==> src/rtl/xor_cipher_cfg_loader.sv <==
// xor_cipher_cfg_loader: shifts a parallel key MSB-first into the cipher chain.
// Define XOR_CIPHER_CFG_VERIFY_EN to add a read-back verify pass and live err.
module xor_cipher_cfg_loader #(
    parameter int M = 32
) (
    input  logic         clk,
    input  logic         rst,
    input  logic         start,
    input  logic [M-1:0] key_i,
    input  logic         cfg_o,
    output logic         cfg_en,
    output logic         cfg_i,
    output logic         busy,
    output logic         done,
    output logic [M-1:0] key_o,
    output logic         err
);
    localparam int CW = $clog2(M + 1);

    localparam logic [1:0] IDLE  = 2'd0;
    localparam logic [1:0] SHIFT = 2'd1;
`ifdef XOR_CIPHER_CFG_VERIFY_EN
    localparam logic [1:0] VERIFY = 2'd2;
`endif
    localparam logic [1:0] DONE  = 2'd3;

    localparam logic [CW-1:0] LAST = CW'(M - 1);

    logic [1:0]    state;
    logic [1:0]    state_n;
    logic [CW-1:0] cnt;
    logic [CW-1:0] cnt_n;
    logic [M-1:0]  key_sr;
    logic [M-1:0]  key_sr_n;
    logic [M-1:0]  cap_sr;
    logic          cnt_last;
    logic          shifting_n;

    assign cnt_last = (cnt == LAST);

    // key_sr rotates so the latched key is intact again after every M-cycle pass
    always_comb begin
        state_n  = state;
        cnt_n    = cnt;
        key_sr_n = key_sr;
        unique case (state)
            IDLE: begin
                if (start) begin
                    state_n  = SHIFT;
                    cnt_n    = '0;
                    key_sr_n = key_i;
                end
            end
            SHIFT: begin
                key_sr_n = {key_sr[M-2:0], key_sr[M-1]};
                if (cnt_last) begin
                    cnt_n   = '0;
`ifdef XOR_CIPHER_CFG_VERIFY_EN
                    state_n = VERIFY;
`else
                    state_n = DONE;
`endif
                end else begin
                    cnt_n = cnt + CW'(1);
                end
            end
`ifdef XOR_CIPHER_CFG_VERIFY_EN
            VERIFY: begin
                key_sr_n = {key_sr[M-2:0], key_sr[M-1]};
                if (cnt_last) begin
                    cnt_n   = '0;
                    state_n = DONE;
                end else begin
                    cnt_n = cnt + CW'(1);
                end
            end
`endif
            DONE: state_n = IDLE;
            default: state_n = IDLE;
        endcase
    end

`ifdef XOR_CIPHER_CFG_VERIFY_EN
    assign shifting_n = (state_n == SHIFT) || (state_n == VERIFY);
`else
    assign shifting_n = (state_n == SHIFT);
`endif

    always_ff @(posedge clk) begin
        if (rst) begin
            state  <= IDLE;
            cnt    <= '0;
            key_sr <= '0;
            cap_sr <= '0;
            key_o  <= '0;
            cfg_en <= 1'b0;
            cfg_i  <= 1'b0;
            busy   <= 1'b0;
            done   <= 1'b0;
        end else begin
            state  <= state_n;
            cnt    <= cnt_n;
            key_sr <= key_sr_n;
            cfg_en <= shifting_n;
            cfg_i  <= shifting_n & key_sr_n[M-1];
            busy   <= (state_n != IDLE);
            done   <= (state_n == DONE);
            if (state == SHIFT) begin
                cap_sr <= {cap_sr[M-2:0], cfg_o};
                if (cnt_last)
                    key_o <= {cap_sr[M-2:0], cfg_o};
            end
        end
    end

`ifdef XOR_CIPHER_CFG_VERIFY_EN
    // the chain already holds the key, so cfg_o must echo the bit being driven
    always_ff @(posedge clk) begin
        if (rst)
            err <= 1'b0;
        else if (state == IDLE && start)
            err <= 1'b0;
        else if (state == VERIFY && cfg_o != cfg_i)
            err <= 1'b1;
    end
`else
    assign err = 1'b0;
`endif

endmodule
==> config.mk <==
export PLATFORM = sky130hd
export DESIGN_NAME = xor_cipher_cfg_loader
export DESIGN_NICKNAME = d
export VERILOG_FILES = /design/src/rtl/xor_cipher_cfg_loader.sv
export SDC_FILE = /design/constraint.sdc
export NUM_CORES = 1
export LEC_CHECK = 0
export BUFFER_PORTS_ARGS = -buffer_cell sky130_fd_sc_hd__buf_4
export CORE_ASPECT_RATIO = 1.5
export CORE_MARGIN = 10
export CORE_UTILIZATION = 45
export DETAILED_ROUTE_END_ITERATION = 16
export PLACE_DENSITY = 0.66
export RECOVER_POWER = 50
export SLEW_MARGIN = 5
export SYNTH_ARGS = -nofsm -noshare
export SYNTH_HDL_FRONTEND = slang
export SYNTH_SLANG_ARGS = --single-unit
==> constraint.sdc <==
create_clock -name clk -period 3.6 [get_ports clk]
set_input_delay 0.54 -clock clk [delete_from_list [all_inputs] [get_ports clk]]
set_output_delay 0.54 -clock clk [all_outputs]
set_load 0.01 [all_outputs]
== Word-level counts from Yosys, hierarchy flattened ==
Cells that the tools add are included.
W data, S select, Z words.

* Add/sub/neg operators: 1
* Equality and inequality tests: 5
* Mux-type cells: 8
* Bitwise logic cells: 1
* Reduce and logical (&&, ||, !) cells: 5

{| class="wikitable"
|+ Operators with widths
! operator !! count
|-
| $pmux W32 S2 || 1
|-
| $mux W32 || 1
|-
| $mux W6 || 2
|-
| $pmux W6 S2 || 1
|-
| $add A6 B1 Y6 const B || 1
|-
| $eq A6 B5 Y1 const B || 1
|-
| $eq A2 B1 Y1 const B || 2
|-
| $mux W2 || 2
|-
| $pmux W2 S2 || 1
|-
| $reduce_and A2 Y1 || 2
|-
| $reduce_bool A2 Y1 || 2
|-
| $eq A2 B2 Y1 const B || 1
|-
| $logic_not A2 Y1 || 1
|-
| $ne A2 B2 Y1 const B || 1
|-
| $and A1 B1 Y1 || 1
|}

* Register bits after elaboration: 107
* Output and inout port bits: 37
* Word-level logic and storage cells: 30

== Longest topological paths before layout ==
* Word-level depth: 5
* Gate-level depth with buffers: 6
* Gate-level depth less buffers: 4

== Worst setup path after synthesis ==
No wires, ideal clock.

* Kind: register to register
* Start: register cnt[0]
* End: register key_o[10]
* Library setup time: 0.072 ns
* Arrival: 1.553 ns
* Data required time: 3.528 ns
* Setup slack: 1.976 ns
* Cell stages (with the launch flop): 6
* Buffers on the path: 1
* Period minus slack after synthesis: 1.624 ns
* Path through: dfxtp_1 ha_1 nand4_4 nor3_4 buf_8 mux2i_1

* Word-level cells in the longest chain between the ends: 2

{| class="wikitable"
|+ RTL lines
! element !! RTL line !! text
|-
| start, declared || 31 || <nowiki>logic [CW-1:0] cnt;</nowiki>
|-
| start signal, assigned || 102 || <nowiki>cnt <= cnt_n;</nowiki>
|-
| $eq A6 B5 Y1 || 39 || <nowiki>assign cnt_last = (cnt == LAST);</nowiki>
|-
| $reduce_and A2 Y1 (no source line) || -- ||
|-
| end signal, assigned || 111 || <nowiki>key_o <= {cap_sr[M-2:0], cfg_o};</nowiki>
|-
| end, declared || 15 || <nowiki>output logic [M-1:0] key_o,</nowiki>
|}

No other way between the ends.
A chain may end at the register's enable or synchronous reset.

== Worst setup path in the final report ==
* Start: input rst
* End: register cnt[3]

{| class="wikitable"
|+ RTL lines
! element !! RTL line !! text
|-
| start, declared || 7 || <nowiki>input logic rst,</nowiki>
|}

No word-level cell between the ends.

==> summary.md <==
| Metric | Value |
|---|---|
| Layout Nets | between 500 and 600 |
| Die height | roughly 140 um |
| CP Capture Type | flip-flop |
| CP startpoint kind | primary input |
| CTS Buffer Depth | 2 |
| Top Ports | 73 |
| Critical path type | primary input to flip-flop |
| Avg Synthesized Cell Area | slightly above 9 um2 |
| Total Wirelength | 8980 um |
| Synth warnings | 0 |
| Total Power | approximately 2.4 mW |
| Vias in the first global route | roughly 3300 |
| Max Cap Viol | 1 |
| Worst r2r dst | key_sr[11] |
| Die area | between 10000 and 15000 um2 |
| Non-Filler Instances | 640 |
| Largest net degree at the start of global routing | about 130 |
| FF+latch count, synth | 107 |
| DP Wirelength | 5770 um |
| Lkg Pwr | about 1.7 nW |
| FF-to-FF setup slack | 1570 ps |
| Core area | between 9000 and 10000 um2 |
| Hold slack | about 460 ps |
| H-tree depth | 3 |
| Achievable Freq | approximately 420 MHz |
| Port bufs | 71 |
| Post-Place Cells | about 620 |
| Post-Syn Area | 4340 um2 |
| TritonCTS clock tree | yes |
| Initial antenna violation count | 0 |
| Cts bufs inserted | 9 |
| Multi-input combinational cell area | roughly 2000 um2 |
| Worst hold stages | 2 |
| Minimum clock period | about 2400 ps |
| Routed Antenna Nets | 0 |
| Clock skew | around 5.1 ps |
| Ant. Diodes | 0 |
| Share of layout cells above drive strength 1 | 0.110 |
| Reg clk slew, reported paths | 70 ps |
| End point of the critical path | cnt[3] |
| Starting Density | 0.464 |
| Most frequent cells in the layout | 107 x dfxtp_1, 67 x nand2b_1, 66 x nand2_1 |
| Failing checks | max-capacitance violations, max-slew violations |
| GR Overflow Total | 0 |
| Clock latency on the worst-skew pair | 340 ps |
| Vias | about 3300 |
| First-iteration detailed-routing DRC count | 155 |
| Avg Vias per Cell | approximately 5.2 |
| Placer Congestion | 0.718 |
| Clk sink count | between 100 and 150 |
| Most common cell after layout, fill and taps aside | dfxtp_1 |
| Worst rel slew slack | -0.430 |
| Die X | between 100 and 150 um |
| Critical Path Start | rst |
| Slew @ Worst Pin | roughly 2100 ps |
| Pwr dens | just under 500 nW/um2 |
| Global-route wire length before repair | approximately 15000 um |
| Hold buffers post-CTS | 0 |
| Number of cell rows | 43 |
| Status | finished with violations |
| Period utilization | 0.655 |
| Fill cells | roughly 900 |
| CTS root buf | clkbuf_16 |
| Tot GR Track Use | 0.128 |
| Post-CTS Resized | 0 |
| Peak supply drop | between 0.0002 and 0.0003 V |
| DR WL/cell | 14.0 um |
| Final Max Slew Viols | 132 |
| Post-Syn Nets | approximately 520 |
| Drt drc | 0 |
| Post-Syn Instances | 480 |
| Hold Violations, Final | 0 |
| Layout Utilization | 0.531 |
| Post-route setup TNS | 0 ps |
| Area grow syn2layout | 14.5% |
| Arr. time, crit path | 2530 ps |
| Hold Path Class | flip-flop to flip-flop |
| Post-CTS setup buffer count | 0 |
| Seq. cell area | 2140 um2 |
| FF-to-FF path depth | 3 |
| RSZ-0062 raised after global routing | no |
| First-pass iteration count of the detailed router | 4 |
| Sequential area share after synthesis | 0.493 |
| Crit-path max FO | between 100 and 150 |
| Final setup viols | 0 |
| Reg2reg start | state[0] |
| Netlist cell types | 35 |
| Data required time at the worst endpoint | approximately 3800 ps |
[area by class of cell]
cell class              instances  share of cell area
flip-flops and latches        107               0.431
clock buffers                  12              0.0496
well taps                     112              0.0282
inverters                       3             0.00227
clock inverters                 4             0.00982
repair buffers                 75              0.0856
multi-input cells             327               0.394
[layer usage]
| layer | GRT usage | share of wire |
|---|---|---|
| met1 | 0.151 | 0.47 |
| met4 | 0.0560 | 0.018 |
| met3 | 0.0414 | 0.060 |
| met2 | 0.204 | 0.45 |
| met5 | 0 | 0 |
[flip-flops by register name, indices dropped and copies added (netlist names)]
name,count
cfg_en,1
key_o,32
cfg_i,1
done,1
key_sr,32
cnt,6
state,2
cap_sr,31
busy,1
[worst max-delay path, stage by stage]
cell	delay [ps]
clkbuf_2	1510
buf_4	390
a311oi_1	60
[metrics by stage]
stage / worst slack (ps) / instance area, um2
after global routing: 1000 / 4970
after detailed placement: 1560 / 4810
final: 1240 / 4970
after global placement: 1600 / 4810
after floorplan: 1980 / 4340
after CTS: 1600 / 5110
[synthesized netlist by cell type]
master	instances	share of area
nor3_4	1	0.0037
a21oi_1	37	0.043
or3b_2	2	0.0040
nand4b_1	1	0.0020
buf_1	5	0.0043
a311oi_1	1	0.0020
nand2_1	66	0.057
nand4_4	1	0.0049
a211oi_1	31	0.054
buf_12	1	0.0046
o211ai_1	3	0.0052
nand3_1	3	0.0035
o21ba_1	1	0.0023
nor3b_1	1	0.0017
dfxtp_1	107	0.49
or3_1	1	0.0014
o21ai_0	1	0.0012
o21bai_1	1	0.0017
buf_8	3	0.010
o221ai_1	1	0.0020
nand2b_1	67	0.097
nor2_1	34	0.029
o22ai_1	31	0.045
a41oi_1	1	0.0020
ha_1	1	0.0029
buf_4	1	0.0017
buf_2	15	0.017
a31oi_1	1	0.0014
nor2b_1	2	0.0029
nor3_1	2	0.0023
conb_1	1	0.00086
nor4_1	3	0.0043
inv_1	3	0.0026
clkbuf_1	18	0.016
mux2i_1	32	0.074
[cells by family (layout without fill, tap and decap cells)]
| kind of cell | after synthesis | in the layout | synth area share |
|---|---|---|---|
| simple gates | 184 | 184 | 0.214 |
| compound gates | 109 | 109 | 0.159 |
| flops | 107 | 107 | 0.493 |
| buf+inv | 46 | 94 | 0.0565 |
| mux | 32 | 32 | 0.0738 |
| fa+ha+maj | 1 | 1 | 0.00288 |
| other cells | 1 | 1 | 0.000864 |
[power breakdown]
group / internal (mW) / switching (mW) / leakage [nW]
registers: 1.22 / 0.0222 / 0.872
logic: 0.0834 / 0.0959 / 0.668
clock network: 0.559 / 0.419 / 0.147
total: 1.86 / 0.537 / 1.69
[how the worst min path moves through the flow]
| stage | from | endpoint | slack, ps |
|---|---|---|---|
| finish | cap_sr[30] | cap_sr[30] | 460 |
| global route | cfg_o | cap_sr[0] | 460 |
| CTS | cfg_o | cap_sr[0] | 460 |
| detailed placement | cap_sr[30] | cap_sr[30] | 450 |
| global placement | cap_sr[30] | cap_sr[30] | 450 |
| floorplan | cap_sr[30] | cap_sr[30] | 440 |
No activity file was read; power rests on OpenSTA's default activity.
